`src/rtl/btn_conditioner_if.sv`:
```
// Panel button bundle between the raw push-button inputs and the conditioner.
// master drives the raw buttons; slave is the conditioner producing pulses/levels.
interface btn_conditioner_if #(
  parameter int N_BTN = 7
);
  logic [N_BTN-1:0] btn_raw_n;
  logic [N_BTN-1:0] btn_pulse_n;
  logic [N_BTN-1:0] btn_db_n;

  modport master (
    output btn_raw_n,
    input  btn_pulse_n,
    input  btn_db_n
  );

  modport slave (
    input  btn_raw_n,
    output btn_pulse_n,
    output btn_db_n
  );
endinterface

```
`src/rtl/btn_conditioner.sv`:
```
// Synchronise, debounce and serialise active-low panel buttons into one-cycle pulses.
// Define BTN_SYNC2_EN for the 2-FF synchronizer; otherwise a single sampling register is used.
module btn_conditioner #(
  parameter int N_BTN     = 7,
  parameter int DB_CYCLES = 4
) (
  input  logic             clk,
  input  logic             rst_n,
  btn_conditioner_if.slave bus
);

  localparam int                CNT_W   = $clog2(DB_CYCLES);
  localparam logic [CNT_W-1:0]  CNT_MAX = CNT_W'(DB_CYCLES - 1);

  logic [N_BTN-1:0] db_vec;
  logic [N_BTN-1:0] db_prev_reg;
  logic [N_BTN-1:0] pend_reg;
  logic [N_BTN-1:0] pulse_n_reg;
  logic [N_BTN-1:0] fall;
  logic [N_BTN-1:0] grant;
  logic             higher;

  genvar gi;
  generate
    for (gi = 0; gi < N_BTN; gi++) begin : g_bit
      logic             samp;
      logic             s1_reg;
      logic             db_reg;
      logic [CNT_W-1:0] cnt_reg;

`ifdef BTN_SYNC2_EN
      logic s2_reg;

      always_ff @(posedge clk or negedge rst_n) begin
        if (!rst_n) begin
          s1_reg <= 1'b1;
          s2_reg <= 1'b1;
        end else begin
          s1_reg <= bus.btn_raw_n[gi];
          s2_reg <= s1_reg;
        end
      end

      assign samp = s2_reg;
`else
      always_ff @(posedge clk or negedge rst_n) begin
        if (!rst_n) begin
          s1_reg <= 1'b1;
        end else begin
          s1_reg <= bus.btn_raw_n[gi];
        end
      end

      assign samp = s1_reg;
`endif

      // Any sample agreeing with the accepted level restarts the stability count.
      always_ff @(posedge clk or negedge rst_n) begin
        if (!rst_n) begin
          db_reg  <= 1'b1;
          cnt_reg <= '0;
        end else if (samp == db_reg) begin
          cnt_reg <= '0;
        end else if (cnt_reg == CNT_MAX) begin
          db_reg  <= samp;
          cnt_reg <= '0;
        end else begin
          cnt_reg <= cnt_reg + 1'b1;
        end
      end

      assign db_vec[gi] = db_reg;
    end
  endgenerate

  // A press is the debounced level going 1 -> 0; releases are ignored.
  assign fall = db_prev_reg & ~db_vec;

  always_comb begin
    grant  = '0;
    higher = 1'b0;
    for (int i = N_BTN - 1; i >= 0; i--) begin
      grant[i] = pend_reg[i] & ~higher;
      higher   = higher | pend_reg[i];
    end
  end

  // New presses merge into pend in the same edge the current winner is cleared.
  always_ff @(posedge clk or negedge rst_n) begin
    if (!rst_n) begin
      db_prev_reg <= '1;
      pend_reg    <= '0;
      pulse_n_reg <= '1;
    end else begin
      db_prev_reg <= db_vec;
      pend_reg    <= (pend_reg & ~grant) | fall;
      pulse_n_reg <= ~grant;
    end
  end

  assign bus.btn_db_n    = db_vec;
  assign bus.btn_pulse_n = pulse_n_reg;

endmodule

```
`src/flat_wrapper.sv`:
```
// flat-port wrapper written by rule: the top's interface ports become plain ports
module btn_conditioner_flat 
#(
  parameter int N_BTN     = 7,
  parameter int DB_CYCLES = 4
)
  (clk, rst_n, bus_btn_raw_n, bus_btn_pulse_n, bus_btn_db_n);
  btn_conditioner_if #(.N_BTN(N_BTN)) bus_i ();
  input  logic clk;
  input  logic rst_n;
  input wire logic [$bits(bus_i.btn_raw_n)-1:0] bus_btn_raw_n;
  output wire logic [$bits(bus_i.btn_pulse_n)-1:0] bus_btn_pulse_n;
  output wire logic [$bits(bus_i.btn_db_n)-1:0] bus_btn_db_n;
  assign bus_i.btn_raw_n = bus_btn_raw_n;
  assign bus_btn_pulse_n = bus_i.btn_pulse_n;
  assign bus_btn_db_n = bus_i.btn_db_n;
  btn_conditioner #(.N_BTN(N_BTN), .DB_CYCLES(DB_CYCLES)) u_core (.clk(clk), .rst_n(rst_n), .bus(bus_i));
endmodule
```
`config.mk`:
```
export PLATFORM = sky130hd
export DESIGN_NAME = btn_conditioner_flat
export DESIGN_NICKNAME = d
export VERILOG_FILES = /design/src/rtl/btn_conditioner_if.sv /design/src/rtl/btn_conditioner.sv /design/src/flat_wrapper.sv
export SDC_FILE = /design/constraint.sdc
export NUM_CORES = 1
export LEC_CHECK = 0
export CAP_MARGIN = 10
export CORE_MARGIN = 5
export CORE_UTILIZATION = 35
export CTS_BUF_LIST = sky130_fd_sc_hd__clkbuf_2
export DETAILED_ROUTE_END_ITERATION = 10
export MAX_ROUTING_LAYER = met4
export PLACE_DENSITY = 0.66
export SLEW_MARGIN = 20
export SYNTH_ARGS = -nofsm -noshare
export SYNTH_HDL_FRONTEND = slang
export SYNTH_SLANG_ARGS = --single-unit
```
`constraint.sdc`:
```
create_clock -name clk -period 1.8 [get_ports clk]
set_clock_uncertainty 0.15 [all_clocks]
set_input_delay 0.36 -clock clk [delete_from_list [all_inputs] [get_ports clk]]
set_output_delay 0.36 -clock clk [all_outputs]
set_load 0.01 [all_outputs]
```
# Word-level counts from Yosys, hierarchy flattened
# Cells that the tools add are included.
# word_totals
ff_bits	49
input_bits	9
output_inout_bits	14
wordCells	95
# op_classes
n_addsub	7
eq_ne	14
mux	14
bitwise	29
reduce_logical	7
# op_table
op	count
2-bit 2-to-1 mux	14
2-bit by 1-bit adder with 2-bit output, second input constant	7
7-bit bitwise AND	2
2-bit equality test, second input constant	7
7-bit NOT	2
2-bit AND reduction	7
1-bit NOT	13
1-bit equality test	7
7-bit bitwise OR	1
1-bit bitwise AND	6
1-bit bitwise OR	5

# Depth between registers and ports, before layout
# Gate-level depths: netlist of the first run.
# logic_depth
word_depth	10
mapped_depth	2
ltp_nobuf	2

# Worst setup path before layout of the first run
# No wires, ideal clock.
# synth_path
path_kind	flip-flop to flip-flop
from	register u_core.pend_reg[6]
to	register u_core.pend_reg[2]
arrival_ns	0.883
t_required_ns	1.512
setup_slack_ns	0.629
stages_incl_launch_ff	3
path_buffers	0
path_cell_list	dfrtp_1 nor4_4 o22ai_1
# synth_between
elab_chain_cells	8
# synth_rtl
item	line	text
from (decl)	btn_conditioner.sv:17	logic [N_BTN-1:0] pend_reg;
from (signal assigned)	btn_conditioner.sv:96	pend_reg <= (pend_reg & ~grant) | fall;
1-bit bitwise OR (3 in series)	btn_conditioner.sv:84	higher = higher | pend_reg[i];
1-bit NOT	btn_conditioner.sv:83	grant[i] = pend_reg[i] & ~higher;
1-bit bitwise AND	btn_conditioner.sv:83	
7-bit NOT	btn_conditioner.sv:96	
7-bit bitwise AND	btn_conditioner.sv:96	
7-bit bitwise OR	btn_conditioner.sv:96	
# Every way passes these cells.
# A chain may end at the register's enable or synchronous reset.

# Worst setup path after layout of the first run
# layout_path
from	register u_core.pulse_n_reg[2] (netlist: u_core.bus.btn_pulse_n[2])
to	output port bus_btn_pulse_n[2]
# layout_rtl
item	line	text
from (decl)	btn_conditioner.sv:18	logic [N_BTN-1:0] pulse_n_reg;
from (signal assigned)	btn_conditioner.sv:97	pulse_n_reg <= ~grant;
to (decl)	flat_wrapper.sv:12	output wire logic [$bits(bus_i.btn_pulse_n)-1:0] bus_btn_pulse_n;
# No word-level cell between the ends.

==> results.ini, run 1 <==
[job]
max_cap_viol_count=0

[critical_path]
ff2ff_path_depth=2
cp.depth=1
path_cells=clkdlybuf4s15_1
rr_endpoint=u_core.pend_reg[2]$_DFF_PN0_
worstPathArrival_ns=1.20
cp_top_family=flip-flops
crit_path_start_kind=flop
criticalPathCategory=reg -> out
critPathMaxFanout=1
cp-end-kind=primary output
startpoint=u_core.bus.btn_pulse_n[2]$_DFF_PN1_
critPathBufInv=1
critPathSlowestCell=dfstp_2
ff2ff_setup_slack_ns=0.49
crit_required_ns=1.29
crit_end=bus_btn_pulse_n[2]
max_stage_delay_ns=0.57
reg2reg_from=u_core.pend_reg[6]$_DFF_PN0_

[pwr]
pwr_density_cell_nw_per_um2=1640
p_leak_nw=0.930
power_w=0.00347
ir_drop_uv=640

[detailed_routing]
wl_met2_mm=1.49
met1Wirelength_mm=1.11
dr.max_layer_used=met4
drtAntennaViolNets=0
drtPass1Iterations=4
routed_wl_mm=2.82
viasPerCell=4.43
vias=992
dr.first_iter.drc_count=55
wl_per_cell_um=12.6
route.detailed.drc=0
met3_wirelength_um=166

[die]
die-width_um=81.7
io_pins=23
design.core.area_sq_um=5040
start_util_pct=35.6
die-area_sq_um=6670
die_h_um=81.7
rows=26

[global_route]
grt_pass1_wl_mm=4.93
grt_max_degree=50
antenna_found_initial=0
first_global_vias=1117
track_usage_pct=10.1
gr-total-overflow=0

[sta]
final-setup-viol-count=0
rsz0062_at_grt=false
maxSlewViolCount=0
fmax_mhz=586
worst_hold_slack_ns=0.190
layout_worst_path_cycle_share_pct=94.7
worstMarginPinSlew_ns=0.319
max_slew_margin_pct=78.7
hold_violations=0
fin_crit_ns=1.71
fin_setup_tns_ns=0

[yosys]
synth_area_per_cell_sq_um=14.7
ys.flop_type=dfstp_2
syn_inst=122
syn_area_sq_um=1800
synthDistinctLibCells=20
syn_nets=138
synth_seq_area_share_pct=70.2
synth.yosys.warnings=0
synth_seq_cells=49
synth-async-reset-ratio_pct=100
synth_edf_count=0

[placed_design]
finalWeightedCongestion=0.728
numPortBuffers=22
dp_hpwl_mm=1.96
place_inst=208

[clocking]
cts_buffer_depth=2
clk_latency_ns=0.40
clkSlewWorstSetupHoldPaths_ns=0.21
cts_root_buf=clkbuf_2
cts_buffers=5
clkSinkCount=49
cts_tree=built
cts_max_level=2

[final_layout]
stdcell_count=224
antenna-diode-count=0
layout_common_cells=dfstp_2 (28), dfrtp_1 (21), clkbuf_2 (18)
largest_register_ffs=14
fin_nets=169
layout_commonest_cell=dfstp_2
synthToLayoutAreaGrowth_pct=18.0
drive_gt1_share_pct=40.9
fillers=469

[min_path]
min_path_type=in -> reg

[outcome]
status=completed

==> synth_stat cells, types with 2 or more instances <==
library cell	instances	share of area, %
buf_4	7	2.9
dfrtp_1	21	29
dfstp_2	28	41
ha_1	7	4.9
nand3_1	2	0.56
nor2b_1	8	2.8
nand2_1	5	1.0
mux2_2	7	4.4
xnor2_1	7	3.4
o21ai_0	6	1.7
nor3_1	7	1.9
o31ai_1	3	1.3
inv_1	7	1.5
==> through the flow <==
step	worst slack, ns	util (%)	instance area [sq um]
after floorplan	0.629	-	1800
after global placement	0.198	41.0	2070
after detailed placement	0.179	41.0	2070
after CTS	0.0104	42.7	2150
after global routing	0.00416	42.0	2120
final	0.0948	42.0	2120
==> what timing repair did <==
item                                   CTS  global route
resized for setup                       14            24
buffers inserted                         7             0
endpoints found under the hold margin   49             0
hold buffers                             1             0
setup endpoints to repair               14            14
==> cell families after synthesis <==
family	after synthesis	synth area share, %
DFF	49	70.2
and+or+nand+nor	27	8.98
buffers and inverters	14	4.39
AOI/OAI and AO/OA	11	3.76
xor gates and xnor gates	7	3.41
muxes	7	4.39
adders and majority gates	7	4.87
==> report_power, final <==
group          internal (W)  leakage [nW]  switching [W]
logic              0.000587         0.344       0.000516
clock network      0.000115        0.0332       0.000307
registers           0.00167         0.553       0.000275
==> layout make-up <==
class	instances	area [sq um]	area share, %
Clock buffer	8	40.0	1.89
Inverter	7	26.3	1.24
Multi-Input combinational cell	59	457	21.5
Sequential cell	49	1260	59.5
Tap cell	70	87.6	4.13
Timing Repair Buffer	31	248	11.7
==> worst min-delay path by stage <==
stage | slack, ns | cells after the start | start | to
2_1_floorplan | -0.09 | 0 | rst_n | u_core.g_bit[0].cnt_reg[0]$_DFF_PN0_
3_3_place_gp | 0.21 | 2 | rst_n | u_core.g_bit[5].cnt_reg[1]$_DFF_PN0_
3_5_place_dp | 0.21 | 2 | rst_n | u_core.g_bit[4].cnt_reg[1]$_DFF_PN0_
6_report | 0.19 | 1 | bus_btn_raw_n[4] | u_core.g_bit[4].s1_reg$_DFF_PN1_
4_1_cts | 0.16 | 1 | bus_btn_raw_n[1] | u_core.g_bit[1].s1_reg$_DFF_PN1_
5_1_grt | 0.13 | 1 | bus_btn_raw_n[0] | u_core.g_bit[0].s1_reg$_DFF_PN1_
==> routing by layer <==
| layer | global-route usage [%] | up-vias |
|---|---|---|
| met5 | - | - |
| met4 | 3.99 | 0 |
| met3 | 3.95 | 6 |
| met2 | 17.5 | 22 |
| met1 | 10.4 | 501 |
| li1 | - | 463 |
No activity file was read; power rests on OpenSTA's default activity.
==> run 2: changes to the inputs <==
CORE_UTILIZATION = 40   (was 35)
PLACE_DENSITY = 0.72   (was 0.66)
SKIP_LAST_GASP = 1   (was unset)
==> results.ini, run 2 (synthesized netlist as in run 1, its figures left out) <==
[sta]
layout_worst_path_cycle_share_pct=94.8  ; about the same
fin_setup_tns_ns=0  ; unchanged
fmax_mhz=586  ; about the same
maxSlewViolCount=0  ; unchanged
rsz0062_at_grt=false
fin_crit_ns=1.71  ; +0.00112 ns
hold_violations=0  ; unchanged
worst_hold_slack_ns=0.156  ; -0.0345 ns
worstMarginPinSlew_ns=0.291  ; -0.0288 ns
max_slew_margin_pct=80.5  ; +1.8 points
final-setup-viol-count=0  ; unchanged

[global_route]
track_usage_pct=10.6  ; +0.45 points
gr-total-overflow=0  ; unchanged
antenna_found_initial=0  ; unchanged
grt_pass1_wl_mm=4.80  ; -2.5%
first_global_vias=1087  ; -2.7%
grt_max_degree=50  ; unchanged

[final_layout]
layout_common_cells=dfstp_2 (28), dfrtp_1 (21), clkbuf_2 (15)
layout_commonest_cell=dfstp_2
final_core_util_pct=48.3  ; +6.2 points
largest_register_ffs=14  ; unchanged
drive_gt1_share_pct=40.3  ; -0.65 points
fin_nets=169  ; unchanged
synthToLayoutAreaGrowth_pct=17.0
antenna-diode-count=0  ; unchanged

[placed_design]
finalWeightedCongestion=0.705  ; -3.1%
dp_hpwl_mm=1.90  ; -3.1%
numPortBuffers=22  ; unchanged

[clocking]
cts_tree=built
cts_buffer_depth=2  ; unchanged
cts_buffers=5  ; unchanged
clk_latency_ns=0.41  ; about the same
cts_root_buf=clkbuf_2
clkSlewWorstSetupHoldPaths_ns=0.24  ; +0.03 ns
clkSinkCount=49  ; unchanged
cts_max_level=2  ; unchanged

[detailed_routing]
wl_per_cell_um=13.3  ; +5.8%
wl_met2_mm=1.36  ; -8.7%
dr.max_layer_used=met4
vias=978  ; -1.4%
routed_wl_mm=2.74  ; -2.7%
viasPerCell=4.75  ; +7.2%
route.detailed.drc=0  ; unchanged
met3_wirelength_um=183  ; +10%
dr.first_iter.drc_count=25  ; -55%
drtAntennaViolNets=0  ; unchanged
met1Wirelength_mm=1.15  ; +3.8%
drtPass1Iterations=4  ; unchanged

[critical_path]
critPathMaxFanout=1  ; unchanged
crit_required_ns=1.29  ; about the same
max_stage_delay_ns=0.57  ; about the same
crit_path_start_kind=flop
critPathBufInv=1  ; unchanged
criticalPathCategory=reg -> out
critPathSlowestCell=dfstp_2
path_cells=clkdlybuf4s15_1
cp-end-kind=primary output
worstPathArrival_ns=1.20  ; about the same
cp_top_family=flip-flops

[job]
max_cap_viol_count=0  ; unchanged

[die]
start_util_pct=41.3  ; +5.6 points
design.core.area_sq_um=4350  ; -14%
die-area_sq_um=5930  ; -11%
die-width_um=77.0  ; -5.7%
io_pins=23  ; unchanged
rows=24  ; -7.7%
die_h_um=77.0  ; -5.7%

[outcome]
status=completed

[pwr]
ir_drop_uv=640  ; -0.13%
power_w=0.00347  ; -0.19%
pwr_density_cell_nw_per_um2=1650  ; +0.64%
p_leak_nw=0.931  ; about the same

[min_path]
min_path_type=in -> reg

[run 2: cell types whose count changed in the layout (fill, tap and decap cells not counted), sizes merged]
cell	previous run	this run
clkbuf	18	15
clkdlybuf4s15	4	5
clkinv	0	2
[run 2: stage by stage]
stage	cells	area, sq um	worst slack, ns
after floorplan	122	1800	0.629
after global placement	190	2040	0.205
after detailed placement	190	2040	0.180
after CTS	206	2140	-0.0224
after global routing	206	2100	0.00176
final	206	2100	0.0937
[run 2: layer usage]
| metal | vias to the layer above | global-route usage [%] |
|---|---|---|
| met1 | 484 | 11.4 |
| met3 | 7 | 4.57 |
| met5 | - | - |
| met2 | 21 | 17.0 |
| met4 | 0 | 4.64 |
| li1 | 466 | - |
[run 2: worst paths after layout]
| kind | startpoint | endpoint | slack, ns | depth (start not counted) |
|---|---|---|---|---|
| max | u_core.bus.btn_pulse_n[3]$_DFF_PN1_ | bus_btn_pulse_n[3] | 0.09 | 1 |
| min | bus_btn_raw_n[3] | u_core.g_bit[3].s1_reg$_DFF_PN1_ | 0.16 | 1 |
| max reg2reg | u_core.pend_reg[6]$_DFF_PN0_ | u_core.pend_reg[2]$_DFF_PN0_ | 0.46 | 2 |
| min reg2reg | u_core.g_bit[3].cnt_reg[0]$_DFF_PN0_ | u_core.g_bit[3].cnt_reg[0]$_DFF_PN0_ | 0.31 | 1 |
| max in group asynchronous | rst_n | u_core.g_bit[2].db_reg$_DFFE_PN1P_ | 0.93 | 3 |
| min in group asynchronous | rst_n | u_core.pend_reg[3]$_DFF_PN0_ | 0.27 | 3 |
[run 2: layout make-up]
type                            count  area (sq um)
Sequential cell                    49          1260
Clock inverter                      2          10.0
Tap cell                           52          65.1
Clock buffer                        6          30.0
Inverter                            7          26.3
Timing Repair Buffer               31           253
Fill cell                         372          2250
Multi-Input combinational cell     59           457
[run 2: repair_timing]
action | CTS | global route
hold buffers | 1 | 0
setup endpoints to repair | 14 | 14
setup buffers | 7 | 0
cloned | 0 | 0
gates resized for setup | 19 | 18
endpoints found under the hold margin | 49 | 0
[run 2: power breakdown]
part | switching, W | internal [W] | total [W]
Clock | 0.000325 | 0.0000977 | 0.000423
Sequential | 0.000278 | 0.00167 | 0.00195
Combinational | 0.000506 | 0.000585 | 0.00109
==> variant 1 (settings of run 2) <==
`N_BTN` is set to 7 in 3 places; all go to 14.
--- a/src/rtl/btn_conditioner_if.sv
+++ b/src/rtl/btn_conditioner_if.sv
@@ -1,7 +1,7 @@
 // Panel button bundle between the raw push-button inputs and the conditioner.
 // master drives the raw buttons; slave is the conditioner producing pulses/levels.
 interface btn_conditioner_if #(
-  parameter int N_BTN = 7
+  parameter int N_BTN = 14
 );
   logic [N_BTN-1:0] btn_raw_n;
   logic [N_BTN-1:0] btn_pulse_n;
--- a/src/rtl/btn_conditioner.sv
+++ b/src/rtl/btn_conditioner.sv
@@ -1,7 +1,7 @@
 // Synchronise, debounce and serialise active-low panel buttons into one-cycle pulses.
 // Define BTN_SYNC2_EN for the 2-FF synchronizer; otherwise a single sampling register is used.
 module btn_conditioner #(
-  parameter int N_BTN     = 7,
+  parameter int N_BTN     = 14,
   parameter int DB_CYCLES = 4
 ) (
   input  logic             clk,
--- a/src/flat_wrapper.sv
+++ b/src/flat_wrapper.sv
@@ -1,7 +1,7 @@
 // flat-port wrapper written by rule: the top's interface ports become plain ports
 module btn_conditioner_flat 
 #(
-  parameter int N_BTN     = 7,
+  parameter int N_BTN     = 14,
   parameter int DB_CYCLES = 4
 )
   (clk, rst_n, bus_btn_raw_n, bus_btn_pulse_n, bus_btn_db_n);
Interface: changed (resized bus_btn_db_n, bus_btn_pulse_n and bus_btn_raw_n); port bits go from 23 to 44. The function was not compared with the original's and may differ.
==> variant 1 against run 2 <==
  * Area after synthesis is 100% higher
  * Sequential cell count is 49 higher
  * Total power is 110% higher
  * Wire length is 100% higher
  * Final area is 120% higher
  * Sequential share of layout area is 5.3 points lower
  * Count of clock-buffer cells in the layout is 3 higher
  * Setup slack worse by 0.063 ns
  * Critical endpoint is now u_core.pend_reg[2]
  * Highest routed layer unchanged
==> variant 1: results (changes against run 2) <==
| Metric | Value |
|---|---|
| Startpoint of the most critical setup path | u_core.pend_reg[8] |
| P_int | 0.00512 W (+120%) |
| Filler cell count | 767 (+110%) |
| Detailed-routing iteration count for the pre-antenna-repair pass | 6 (+2) |
| Cell area after synthesis | 3610 um^2 (+100%) |
| Post-place setup slack | -0.0260 ns (-0.206 ns) |
| Post-layout nets | 360 (+110%) |
| Combinational gate power | 0.00232 W (+110%) |
| CP top delay family | simple AND/OR/NAND/NOR gates |
| Global router's overall resource usage | 11.4% (+0.79 points) |
| Hold Path Class | primary input to async pin |
| Number of global-route vias before repair | 2094 (+93%) |
| Slew @ Worst Pin | 0.380 ns (+0.0898 ns) |
| Share of cells above drive strength 1 | 42.4% (+2.1 points) |
| Number of DRC violations after detailed-routing iteration 0 | 61 (+140%) |
| Leakage power of the design | 2.04 nW (+120%) |
| Post-route met1 wirelength | 2450 um (+110%) |
| Post-Synthesis Net Count | 284 (+110%) |
| Minimum setup slack among reg-to-reg paths | 0.03 ns (-0.43 ns) |
| Fraction of the mapped netlist area in compound gates | 3.02% (-0.74 points) |
| Grt met2 use | 17.2% (+0.20 points) |
| Register area share after synthesis | 69.9% (-0.29 points) |
| Met1 track utilization from global routing | 13.7% (+2.3 points) |
| Routability cong. | 0.773 (+9.6%) |
| Length of routed met3 wiring | 325 um (+78%) |
| Number of buffers inserted by port buffering | 43 (+95%) |
| Met3 Track Usage GR | 4.99% (+0.43 points) |
| Worst path max stage delay | 0.51 ns (-0.06 ns) |
| Max stage delay cell, worst path | sky130_fd_sc_hd__or4_1 |
| Synth unique cells | 25 (+25%) |
| Average via count per standard cell | 4.62 (-2.7%) |
| H-tree Lvls | 3 (+1) |
| Portion of synthesized cell area occupied by the leading cell type | 40.8% (-0.17 points) |
| Hold Buf Count CTS | 7 (+6) |
| List of most frequent post-synthesis cells | 56 x sky130_fd_sc_hd__dfstp_2, 42 x sky130_fd_sc_hd__dfrtp_1, 17 x sky130_fd_sc_hd__inv_1, 17 x sky130_fd_sc_hd__nor3_1, 16 x sky130_fd_sc_hd__nor2b_1 |
| Worst Path Arrival | 2.05 ns (+0.85 ns) |
| Peak Freq | 565 MHz (-3.6%) |
| Wire length of the first global-routing pass | 9780 um (+100%) |
| Resized Gates After CTS | 127 (+108) |
| Pin count of the biggest net entering global routing | 40 (-20%) |
| Sequential cell power | 0.00356 W (+83%) |
| Total CTS buffers | 9 (+4) |
| Post-CTS setup buffer count | 12 (+5) |
| Share of the synthesized netlist area taken by xor and xnor gates | 3.40% (-0.014 points) |
| Routed wire length | 5610 um (+100%) |
| Status | finished, final reports clean |
| Clk Latency, worst-skew pair | 0.53 ns (+0.12 ns) |
| Met2 routed WL | 2760 um (+100%) |
| Portion of netlist area occupied by mux cells | 4.37% (-0.018 points) |
| Placement-stage cell area | 4150 um^2 (+100%) |
variant 1: area by class of cell:
type                    instances  area [um^2]  share of cell area (%)
inverters                      17         63.8                    1.38
well taps                     108          135                    2.93
flip-flops and latches         98         2520                    54.7
clock buffers                   9         45.0                   0.977
clock inverters                 7          108                    2.33
repair buffers                 83          826                    17.9
multi-input cells             121          910                    19.7
variant 1: path summary, 6_finish.rpt:
kind                                               to  cells past startpoint
setup / recovery                   u_core.pend_reg[2]                      4
hold / removal             u_core.g_bit[0].cnt_reg[0]                      2
setup reg to reg                   u_core.pend_reg[2]                      4
hold reg to reg            u_core.g_bit[8].cnt_reg[0]                      1
max in group asynchronous      u_core.g_bit[7].s1_reg                      3
min in group clk           u_core.g_bit[8].cnt_reg[0]                      1
variant 1: stage by stage:
stage	power, W	instances	utilization (%)
after global placement	0.00553	398	47.3
after detailed placement	0.00562	398	47.3
after global routing	0.00766	443	52.6
final	0.00713	443	52.6
after CTS	0.00706	433	50.3
after floorplan	0.00488	254	-
==> variant 2 (flow settings as in run 2) <==
Made on the original files. Build with the macro `BTN_SYNC2_EN` defined.
--- a/src/rtl/btn_conditioner.sv
+++ b/src/rtl/btn_conditioner.sv
@@ -1,5 +1,7 @@
 // Synchronise, debounce and serialise active-low panel buttons into one-cycle pulses.
 // Define BTN_SYNC2_EN for the 2-FF synchronizer; otherwise a single sampling register is used.
+`define BTN_SYNC2_EN
+
 module btn_conditioner #(
   parameter int N_BTN     = 7,
   parameter int DB_CYCLES = 4
Behaviour: not the same (a bounded check fails within 10 cycles, from zero or initial values and one cycle with rst_n low).
==> variant 2 against run 2 <==
  * First-iteration DRC count increased by 44%
  * Sequential cell count increased by 7
  * Core utilization increased by 0.066 points
  * Maximum frequency increased by 4.2%
  * Total power increased by 4.8%
  * Register-to-register slack improved by 0.04 ns
  * Synthesized cell count increased by 5.7%
  * Critical path depth unchanged
  * Area after synthesis increased by 10%
  * Hold slack improved by 0.0088 ns
  * Setup slack improved by 0.068 ns
  * Final area increased by 9.3%
  * Cell count increased by 11%
  * Wire length increased by 6.2%
  * Largest power group unchanged
==> variant 2: results (changes against run 2) <==
| Metric | Value |
|---|---|
| Routability cong. | 0.760 (+7.7%) |
| Peak VDD IR | 839 uV (+31%) |
| Minimum setup slack among reg-to-reg paths | 0.50 ns (+0.04 ns) |
| Maximum fanout count along the critical path | 2 (+1) |
| Post-route met1 wirelength | 1220 um (+5.7%) |
| Number of DRC violations after detailed-routing iteration 0 | 36 (+44%) |
| Antenna violations before repair | 0 (unchanged) |
| Worst relative slew slack | 68.1% (-12 points) |
| Share of cells above drive strength 1 | 45.7% (+5.4 points) |
| Worst path max stage delay | 0.59 ns (+0.02 ns) |
| Post-Synthesis Net Count | 145 (+5.1%) |
| Met2 routed WL | 1530 um (+12%) |
| Share of the synthesized netlist area taken by xor and xnor gates | 3.10% (-0.32 points) |
| Wire length of the first global-routing pass | 5040 um (+5.0%) |
| Startpoint of the lowest-slack hold path | bus_btn_raw_n[2] |
| Post-layout nets | 177 (+4.7%) |
| Hold slack | 0.165 ns (+0.00878 ns) |
| List of most frequent post-synthesis cells | 35 x sky130_fd_sc_hd__dfstp_2, 21 x sky130_fd_sc_hd__dfrtp_1, 8 x sky130_fd_sc_hd__nor2b_1 |
| Number of global-route vias before repair | 1170 (+7.6%) |
| Top post-synthesis cells by area | sky130_fd_sc_hd__dfstp_2 46%, sky130_fd_sc_hd__dfrtp_1 27%, sky130_fd_sc_hd__ha_1 4.4% |
| Area share of fa/ha/maj cells after synthesis | 4.42% (-0.45 points) |
| Clock root buffer | sky130_fd_sc_hd__clkbuf_2 |
| Routed wire length | 2910 um (+6.2%) |
| Worst Path Arrival | 1.13 ns (-0.07 ns) |
| Mean instance size in the synthesized netlist | 15.4 um^2 (+4.3%) |
| DP Wirelength | 2130 um (+12%) |
| Timing endpoint of the critical path | bus_btn_db_n[1] |
| Pin count of the biggest net entering global routing | 22 (-56%) |
| Worst hold endpoint | u_core.g_bit[2].s1_reg |
| Fraction of the mapped netlist area in compound gates | 3.41% (-0.35 points) |
| Global router's overall resource usage | 10.5% (-0.037 points) |
| Placed insts | 213 (+12%) |
| Startpoint of the most critical setup path | u_core.g_bit[1].db_reg |
| Register area share after synthesis | 73.0% (+2.8 points) |
| Detailed-route via count | 1031 (+5.4%) |
| Leakage power of the design | 1.01 nW (+8.2%) |
| Post-place setup slack | 0.182 ns (+0.00190 ns) |
| Length of routed met3 wiring | 157 um (-14%) |
| Peak Freq | 610 MHz (+4.2%) |
| Placement-stage cell area | 2270 um^2 (+11%) |
| Status | finished, final reports clean |
## variant 2: stage by stage
step / util (%) / setup TNS, ns
detailed placement: 47.7 / 0
global placement: 47.7 / 0
finish: 48.3 / 0
floorplan: - / 0
global route: 48.3 / 0
CTS: 49.6 / -0.00996
## variant 2: worst register-to-register path, stage by stage, from the launching register on
cell,delay [ns]
sky130_fd_sc_hd__dfrtp_1,0.53
sky130_fd_sc_hd__nor4_4,0.40
sky130_fd_sc_hd__o22ai_1,0.14
## variant 2: kinds of logic (layout without fill, tap and decap cells)
logic type                 count (synthesis)  after routing
AOI/OAI and AO/OA                         11             11
xor gates and xnor gates                   7              7
adders and majority gates                  7              7
buffers and inverters                     14             47
DFF                                       56             56
muxes                                      7              7
and+or+nand+nor                           27             27
## variant 2: final cells by class
cell class,instances,area (um^2)
Tap cell,67,83.8
Clock buffer,5,25.0
Timing Repair Buffer,32,248
Sequential cell,56,1450
Fill cell,422,2460
Multi-Input combinational cell,59,457
Clock inverter,3,13.8
Inverter,7,26.3
## variant 2: per-layer routing
layer / global-route usage [%] / up-vias
met2: 18.0 / 25
met4: 2.87 / 0
met3: 4.37 / 2
met5: - / -
met1: 11.3 / 519
li1: - / 485
## variant 2: report_power, final
part | total [W] | internal [W] | switching [W]
sequential | 0.00211 | 0.00184 | 0.000270
combinational | 0.00109 | 0.000567 | 0.000521
clock | 0.000433 | 0.0000875 | 0.000345
total | 0.00363 | 0.00250 | 0.00114
## variant 2: timing repair
action | in CTS | in global routing
setup buffers | 7 | 0
endpoints found under the setup margin | 14 | 14
endpoints found under the hold margin | 8 | 0
hold buffers | 1 | 0
resized for setup | 20 | 22
